[src/rtl/alu_serial_ctrl_if.sv]
// Bundle between the op-issue side, the bit-serial controller and the shared 1-bit ALU slice.
// The slave modport is the controller; the master modport is the issuer plus slice.
interface alu_serial_ctrl_if #(
    parameter int WIDTH = 8
);
    logic             start;
    logic [2:0]       mode;
    logic [WIDTH-1:0] op_a;
    logic [WIDTH-1:0] op_b;
    logic             cin;
    logic             busy;
    logic             done;
    logic             err;
    logic [WIDTH-1:0] result;
    logic             c_flag;
    logic [7:0]       decoder_x;
    logic             alu_a;
    logic             alu_b;
    logic             alu_cin;
    logic             alu_x;
    logic             alu_cout;

    modport slave (
        input  start, mode, op_a, op_b, cin, alu_x, alu_cout,
        output busy, done, err, result, c_flag, decoder_x, alu_a, alu_b, alu_cin
    );

    modport master (
        output start, mode, op_a, op_b, cin, alu_x, alu_cout,
        input  busy, done, err, result, c_flag, decoder_x, alu_a, alu_b, alu_cin
    );
endinterface

[src/rtl/alu_serial_ctrl.sv]
// Bit-serial sequencer: feeds a shared 1-bit ALU slice LSB-first for WIDTH cycles,
// carries the slice C_out between bits and collects X into the result register.
module alu_serial_ctrl #(
    parameter int WIDTH = 8
) (
    input logic               CLK,
    input logic               RST,
    alu_serial_ctrl_if.slave  bus
);
    localparam int CNT_W = $clog2(WIDTH);
    localparam logic [CNT_W-1:0] LAST_BIT = CNT_W'(WIDTH - 1);

    typedef enum logic [1:0] {
        IDLE = 2'd0,
        RUN  = 2'd1,
        DONE = 2'd2
    } state_t;

    state_t           state_q, state_d;
    logic [WIDTH-1:0] a_sh_q, a_sh_d;
    logic [WIDTH-1:0] b_sh_q, b_sh_d;
    logic [2:0]       mode_q, mode_d;
    logic             carry_q, carry_d;
    logic [CNT_W-1:0] cnt_q, cnt_d;
    logic [WIDTH-1:0] result_q, result_d;
    logic             c_flag_q, c_flag_d;
    logic             err_q, err_d;

    always_ff @(posedge CLK) begin
        if (RST) begin
            state_q  <= IDLE;
            a_sh_q   <= '0;
            b_sh_q   <= '0;
            mode_q   <= '0;
            carry_q  <= 1'b0;
            cnt_q    <= '0;
            result_q <= '0;
            c_flag_q <= 1'b0;
            err_q    <= 1'b0;
        end else begin
            state_q  <= state_d;
            a_sh_q   <= a_sh_d;
            b_sh_q   <= b_sh_d;
            mode_q   <= mode_d;
            carry_q  <= carry_d;
            cnt_q    <= cnt_d;
            result_q <= result_d;
            c_flag_q <= c_flag_d;
            err_q    <= err_d;
        end
    end

    always_comb begin
        state_d  = state_q;
        a_sh_d   = a_sh_q;
        b_sh_d   = b_sh_q;
        mode_d   = mode_q;
        carry_d  = carry_q;
        cnt_d    = cnt_q;
        result_d = result_q;
        c_flag_d = c_flag_q;
        err_d    = err_q;

        case (state_q)
            IDLE: begin
                if (bus.start) begin
                    a_sh_d = bus.op_a;
                    b_sh_d = bus.op_b;
                    mode_d = bus.mode;
                    cnt_d  = '0;
                    if (bus.mode <= 3'd4) begin
                        carry_d = (bus.mode == 3'd0) ? bus.cin : 1'b0;
                        err_d   = 1'b0;
                        state_d = RUN;
                    end else begin
                        // Illegal op skips RUN entirely and reports through DONE
                        carry_d  = 1'b0;
                        err_d    = 1'b1;
                        result_d = '0;
                        c_flag_d = 1'b0;
                        state_d  = DONE;
                    end
                end
            end
            RUN: begin
                result_d = {bus.alu_x, result_q[WIDTH-1:1]};
                a_sh_d   = a_sh_q >> 1;
                b_sh_d   = b_sh_q >> 1;
                if (mode_q == 3'd0) begin
                    carry_d  = bus.alu_cout;
                    c_flag_d = bus.alu_cout;
                end else begin
                    c_flag_d = 1'b0;
                end
                if (cnt_q == LAST_BIT) begin
                    cnt_d   = '0;
                    state_d = DONE;
                end else begin
                    cnt_d = cnt_q + CNT_W'(1);
                end
            end
            DONE: begin
                state_d = IDLE;
            end
            default: begin
                state_d = IDLE;
            end
        endcase
    end

    // Slice drive depends only on registered state, never on the request inputs
    assign bus.busy      = (state_q != IDLE);
    assign bus.done      = (state_q == DONE);
    assign bus.err       = err_q;
    assign bus.result    = result_q;
    assign bus.c_flag    = c_flag_q;
    assign bus.decoder_x = (state_q == RUN) ? (8'h01 << mode_q) : 8'h00;
    assign bus.alu_a     = a_sh_q[0];
    assign bus.alu_b     = b_sh_q[0];
    assign bus.alu_cin   = carry_q;
endmodule

[src/flat_wrapper.sv]
// flat-port wrapper written by rule: the top's interface ports become plain ports
module alu_serial_ctrl_flat 
#(
    parameter int WIDTH = 8
)
  (CLK, RST, bus_start, bus_mode, bus_op_a, bus_op_b, bus_cin, bus_alu_x, bus_alu_cout, bus_busy, bus_done, bus_err, bus_result, bus_c_flag, bus_decoder_x, bus_alu_a, bus_alu_b, bus_alu_cin);
  alu_serial_ctrl_if #(.WIDTH(WIDTH)) bus_i ();
  input logic CLK;
  input logic RST;
  input wire logic [$bits(bus_i.start)-1:0] bus_start;
  input wire logic [$bits(bus_i.mode)-1:0] bus_mode;
  input wire logic [$bits(bus_i.op_a)-1:0] bus_op_a;
  input wire logic [$bits(bus_i.op_b)-1:0] bus_op_b;
  input wire logic [$bits(bus_i.cin)-1:0] bus_cin;
  input wire logic [$bits(bus_i.alu_x)-1:0] bus_alu_x;
  input wire logic [$bits(bus_i.alu_cout)-1:0] bus_alu_cout;
  output wire logic [$bits(bus_i.busy)-1:0] bus_busy;
  output wire logic [$bits(bus_i.done)-1:0] bus_done;
  output wire logic [$bits(bus_i.err)-1:0] bus_err;
  output wire logic [$bits(bus_i.result)-1:0] bus_result;
  output wire logic [$bits(bus_i.c_flag)-1:0] bus_c_flag;
  output wire logic [$bits(bus_i.decoder_x)-1:0] bus_decoder_x;
  output wire logic [$bits(bus_i.alu_a)-1:0] bus_alu_a;
  output wire logic [$bits(bus_i.alu_b)-1:0] bus_alu_b;
  output wire logic [$bits(bus_i.alu_cin)-1:0] bus_alu_cin;
  assign bus_i.start = bus_start;
  assign bus_i.mode = bus_mode;
  assign bus_i.op_a = bus_op_a;
  assign bus_i.op_b = bus_op_b;
  assign bus_i.cin = bus_cin;
  assign bus_i.alu_x = bus_alu_x;
  assign bus_i.alu_cout = bus_alu_cout;
  assign bus_busy = bus_i.busy;
  assign bus_done = bus_i.done;
  assign bus_err = bus_i.err;
  assign bus_result = bus_i.result;
  assign bus_c_flag = bus_i.c_flag;
  assign bus_decoder_x = bus_i.decoder_x;
  assign bus_alu_a = bus_i.alu_a;
  assign bus_alu_b = bus_i.alu_b;
  assign bus_alu_cin = bus_i.alu_cin;
  alu_serial_ctrl #(.WIDTH(WIDTH)) u_core (.CLK(CLK), .RST(RST), .bus(bus_i));
endmodule
[config.mk]
export PLATFORM = sky130hd
export DESIGN_NAME = alu_serial_ctrl_flat
export DESIGN_NICKNAME = d
export VERILOG_FILES = /design/src/rtl/alu_serial_ctrl_if.sv /design/src/rtl/alu_serial_ctrl.sv /design/src/flat_wrapper.sv
export SDC_FILE = /design/constraint.sdc
export NUM_CORES = 1
export LEC_CHECK = 0
export CORE_ASPECT_RATIO = 0.5
export CORE_UTILIZATION = 35
export DETAILED_ROUTE_END_ITERATION = 16
export PLACE_DENSITY = 0.72
export SKIP_LAST_GASP = 1
export SYNTH_ARGS = -nofsm -noshare
export SYNTH_HDL_FRONTEND = slang
export SYNTH_SLANG_ARGS = --single-unit
[constraint.sdc]
create_clock -name CLK -period 2.2 [get_ports CLK]
set_input_delay 0.66 -clock CLK [delete_from_list [all_inputs] [get_ports CLK]]
set_output_delay 0.66 -clock CLK [all_outputs]
set_load 0.02 [all_outputs]
# Yosys cells after proc, flatten, opt, wreduce, memory -nomap -nowiden

Cells that the tools add are included.

Output and inout bits: 23
Logic and storage cells: 54
Input port bits: 25
Register bits after elaboration: 35

Add/subtract/negate cells: 1
Shifts and indexed selects: 1
Muxes and demuxes: 25
Reduce and logical (&&, ||, !) cells: 10
$lt $le $gt $ge: 1
Equality and inequality tests: 7

Operators with widths:

| cell                                                   | count |
|---|---|
| case mux 8 bit (2 select lines)                        | 3 |
| two-way mux 8 bit                                      | 5 |
| two-way mux 1 bit                                      | 8 |
| << shifter 1 x 3 -> 8 bit (first input constant)       | 1 |
| zero test 3 bit                                        | 2 |
| two-way mux 2 bit                                      | 3 |
| two-way mux 3 bit                                      | 2 |
| case mux 3 bit (2 select lines)                        | 1 |
| AND reduction 2 bit                                    | 3 |
| AND reduction 3 bit                                    | 2 |
| inequality test 2 x 1 -> 1 bit (second input constant) | 2 |
| inequality test 2 bit (second input constant)          | 2 |
| case mux 1 bit (2 select lines)                        | 2 |
| case mux 2 bit (2 select lines)                        | 1 |
| nonzero test 2 bit                                     | 2 |
| adder 3 x 1 -> 3 bit (second input constant)           | 1 |
| equality test 3 bit (second input constant)            | 1 |
| <= comparator 3 bit (second input constant)            | 1 |
| equality test 2 x 1 -> 1 bit (second input constant)   | 1 |
| equality test 2 bit (second input constant)            | 1 |
| zero test 2 bit                                        | 1 |

# Logic depth before layout (Yosys ltp)

Word-level depth: 5
Mapped depth: 6
Gate-level depth less buffers: 5

# Least setup slack after synthesis

No wires, ideal clock.

Path type: register -> output
Start point: register u_core.state_q[1]
End point: output bus_decoder_x[4]
Required time: 1.540 ns
Slack: 0.149 ns
Buffers on the path: 3
Arrival: 1.391 ns
Stages on the path, launching flop included: 7
Cell sequence: dfxtp_1 buf_6 and2b_1 buf_6 buf_6 nand2_2 nor3_1

Cells in the longest elaborated chain, start to end: 2

RTL lines:

| what                         | line                   | RTL |
|---|---|---|
| start: declaration           | alu_serial_ctrl.sv:19  | `state_t state_q, state_d;` |
| start signal: assignment     | alu_serial_ctrl.sv:41  | `state_q <= state_d;` |
| equality test 2 x 1 -> 1 bit | alu_serial_ctrl.sv:117 | `assign bus.decoder_x = (state_q == RUN) ? (8'h01 << mode_q) : 8'h00;` |
| two-way mux 8 bit            | alu_serial_ctrl.sv:117 |  |
| end: declaration             | flat_wrapper.sv:22     | `output wire logic [$bits(bus_i.decoder_x)-1:0] bus_decoder_x;` |

Every way passes these cells.

# Final worst setup path

Start point: register u_core.mode_q[0]
End point: output bus_decoder_x[3]

Cells in the longest elaborated chain, start to end: 2

RTL lines:

| what                      | line                   | RTL |
|---|---|---|
| start: declaration        | alu_serial_ctrl.sv:22  | `logic [2:0] mode_q, mode_d;` |
| start signal: assignment  | alu_serial_ctrl.sv:44  | `mode_q <= mode_d;` |
| << shifter 1 x 3 -> 8 bit | alu_serial_ctrl.sv:117 |  |
| two-way mux 8 bit         | alu_serial_ctrl.sv:117 |  |

Every way passes these cells.

==> impl_metrics.csv <==
group,metric,value,unit
clock_tree,clock_sinks,35,
placement,hpwl,2.79,mm
final_layout,layout_common_cells,"clkdlybuf4s50_1, dfxtp_1, nand2_1",
setup_path,critPathBufInv,2,
worst_hold_path,min_path_type,"reg2reg",
final_layout,nNetsFinal,263,
clock_tree,htree_levels,2,
worst_hold_path,holdPathEnd,"u_core.bus.err",
drt,wl,3.95,mm
global_routing,overflow,0,
worst_hold_path,hold_depth,2,
synth,yosysSeqAreaShare,0.405,
floorplanning,coreArea,4570,um^2
clock_tree,cts_buffers,5,
drt,drc,0,
drt,drt-initial-drc-count,34,
setup_path,critPathMaxStageDelay,420,ps
global_routing,grt_max_degree,24,
setup_path,critPathKind,"reg2out",
global_routing,grt_pass1_wl,6.32,mm
placement,dpl-instance-area,2260,um^2
global_routing,antenna_found_initial,0,
setup_path,crit_family,"buffers and inverters",
clock_tree,worstSkewPairLatency,280,ps
clock_tree,holdBufCountCts,0,
synth,yosysWarningCount,0,
floorplanning,ios,48,
worst_hold_path,hp-start,"u_core.bus.err",
floorplanning,rows,17,
setup_path,crit_fanout,5,
sta,tightest_slew,584,ps
clock_tree,post-cts-setup-buffers,0,
synth,ys_ff_latch,35,
final_layout,area_growth,35.2,%
outcome,outcome,"complete, no violations",
synth,synthCells,188,
setup_path,cp_data_required_time,1540,ps
sta,max_freq,473,MHz
setup_path,cp_slowest_cell,"dfxtp_1",
setup_path,crit_chain,"buf_4 -> nand2_1 -> nor3_1 -> dlygate4sd2_1",
setup_path,rr_endpoint,"u_core.cnt_q[1]",
pwr,power.density,670,nW/um^2
pwr,ir_drop,0.243,mV
sta,relSlewSlack,0.610,
floorplanning,dieArea,5240,um^2
clock_tree,cts_max_path_buffers,2,
clock_tree,clk_pin_slew,70,ps
floorplanning,dieHeight,51.7,um
drt,detail_route.wl_per_cell,13.1,um
clock_tree,cts_tree,"yes",
pwr,power.leakage,0.869,nW
synth,syn_area,1730,um^2
setup_path,r2r_start,"u_core.cnt_q[0]",
synth,synth_cell_types,36,
global_routing,track_usage,0.160,
final_layout,layout-drive-gt1-share,0.178,
synth,avgSynthCellArea,9.20,um^2
drt,vias,1560,
sta,fin_crit_sh,0.961,
sta,whs,480,ps
sta,setup_viol_count_final,0,
drt,ant_nets,0,
final_layout,fill_cells,414,
drt,dr.pass1.iters,5,
placement,place.gp.congestion,0.795,
sta,fin_skew,5.05,ps
clock_tree,clock-root-buffer,"clkbuf_8",
sta,fin_crit,2120,ps
global_routing,grt_pass1_vias,1412,
synth,syn_nets,215,
setup_path,startpoint_type,"flip-flop",
sta,hold_viol,0,
setup_path,rr_worst_depth,5,
final_layout,stdcell_area,2340,um^2
sta,tns,0,ps
setup_path,arrival,1460,ps
flow_run,drv_cap,0,
setup_path,r2r_slack,670,ps
sta,rsz0062_at_grt,"yes",
setup_path,cp-end-kind,"output pin",
sta,slew_viol_final,0,
drt,via_per_inst,5.17,
final_layout,diodes,0,
placement,io_buffers,47,
floorplanning,start_util,0.378,
floorplanning,die_w,101,um
final_layout,mostFrequentLayoutCell,"clkdlybuf4s50_1",
[worst min-delay path: stages, from the launching register on]
cell	delay, ps
dfxtp_1	310
nand2b_1	60
a21oi_1	60
[worst max path at each step]
| stage | startpoint | endpoint | slack [ps] | depth (start not counted) |
|---|---|---|---|---|
| detailed placement | u_core.state_q[1] | bus_decoder_x[6] | 10 | 4 |
| CTS | u_core.mode_q[2] | bus_decoder_x[0] | -170 | 3 |
| floorplan | u_core.state_q[1] | bus_decoder_x[4] | 150 | 6 |
| finish | u_core.mode_q[0] | bus_decoder_x[3] | 80 | 4 |
| global placement | u_core.state_q[1] | bus_decoder_x[6] | 80 | 4 |
| global route | u_core.mode_q[0] | bus_decoder_x[3] | -40 | 4 |
[flip-flops by register name, indices dropped and copies added (netlist names)]
register            cells
u_core.b_sh_q           8
u_core.bus.c_flag       1
u_core.a_sh_q           8
u_core.bus.err          1
u_core.state_q          2
u_core.bus.alu_cin      1
u_core.cnt_q            3
u_core.mode_q           3
u_core.bus.result       8
[power by group]
group	internal (mW)	switching (mW)	leakage [nW]	total, mW
Combinational	0.183	0.197	0.534	0.381
Sequential	0.682	0.0337	0.287	0.716
Clock	0.246	0.224	0.0470	0.469
[synth_stat cells]
library cell,number,area [um^2]
mux2_2,1,11.3
o211ai_1,1,7.51
or2_2,1,6.26
nor2b_1,1,6.26
o21bai_1,1,7.51
a31oi_1,1,6.26
nor3b_4,1,18.8
nor4b_2,1,15.0
buf_6,7,78.8
a221oi_1,1,8.76
nor3b_2,1,12.5
a311oi_2,14,210
mux2i_1,4,40.0
o21ai_0,1,5.00
nor3_1,4,20.0
and2b_1,1,7.51
o21ba_4,1,16.3
a22oi_1,4,30.0
buf_1,1,3.75
ha_1,2,25.0
nand3_1,2,10.0
and2_1,1,6.26
dfxtp_1,35,701
nand2_2,1,6.26
nand2b_1,4,25.0
nor2_1,25,93.8
a21oi_1,18,90.1
clkbuf_1,4,15.0
nor3b_1,1,7.51
inv_1,1,3.75
a2111oi_0,1,8.76
nand2_1,31,116
buf_4,3,22.5
nor4_1,1,6.26
a211oi_1,10,75.1
buf_2,1,5.00
[area by class of cell]
cell class              count  area (um^2)  share of cell area
inverters                   1         3.75             0.00161
repair buffers             57          553               0.236
multi-input cells         136          911               0.390
well taps                  66         82.6              0.0353
clock buffers               6         82.6              0.0353
clock inverters             1         5.00             0.00214
flip-flops and latches     35          701               0.300
[routing by layer]
layer	GRT usage	vias up	routed length (um)
li1	-	775	-
met3	0.0444	2	117
met4	0.0749	0	34
met2	0.274	22	1960
met5	0	-	0
met1	0.188	761	1840
[stage by stage]
| step | worst slack [ps] | cells | total power [mW] | util |
|---|---|---|---|---|
| floorplan | 149 | 188 | 0.987 | - |
| global placement | 83.1 | 295 | 1.10 | 0.494 |
| detailed placement | 14.8 | 295 | 1.11 | 0.494 |
| CTS | -172 | 302 | 1.57 | 0.511 |
| global route | -44.3 | 302 | 1.65 | 0.511 |
| finish | 84.8 | 302 | 1.57 | 0.511 |
[logic make-up after synthesis]
| logic type | Yosys count | share of synthesized area |
|---|---|---|
| multiplexers | 5 | 0.0297 |
| buffers and inverters | 17 | 0.0745 |
| AO/OA/AOI/OAI | 53 | 0.269 |
| flip-flops | 35 | 0.405 |
| adder cells (fa/ha/maj) | 2 | 0.0145 |
| AND/OR/NAND/NOR | 76 | 0.207 |
[what timing repair did]
action / CTS / global route
endpoints found under the setup margin: 10 / 6
hold endpoints to repair: 0 / 0
pin swaps: 0 / 0
resized for setup: 10 / 12
Note: power is estimated with default switching activity, not from simulation.
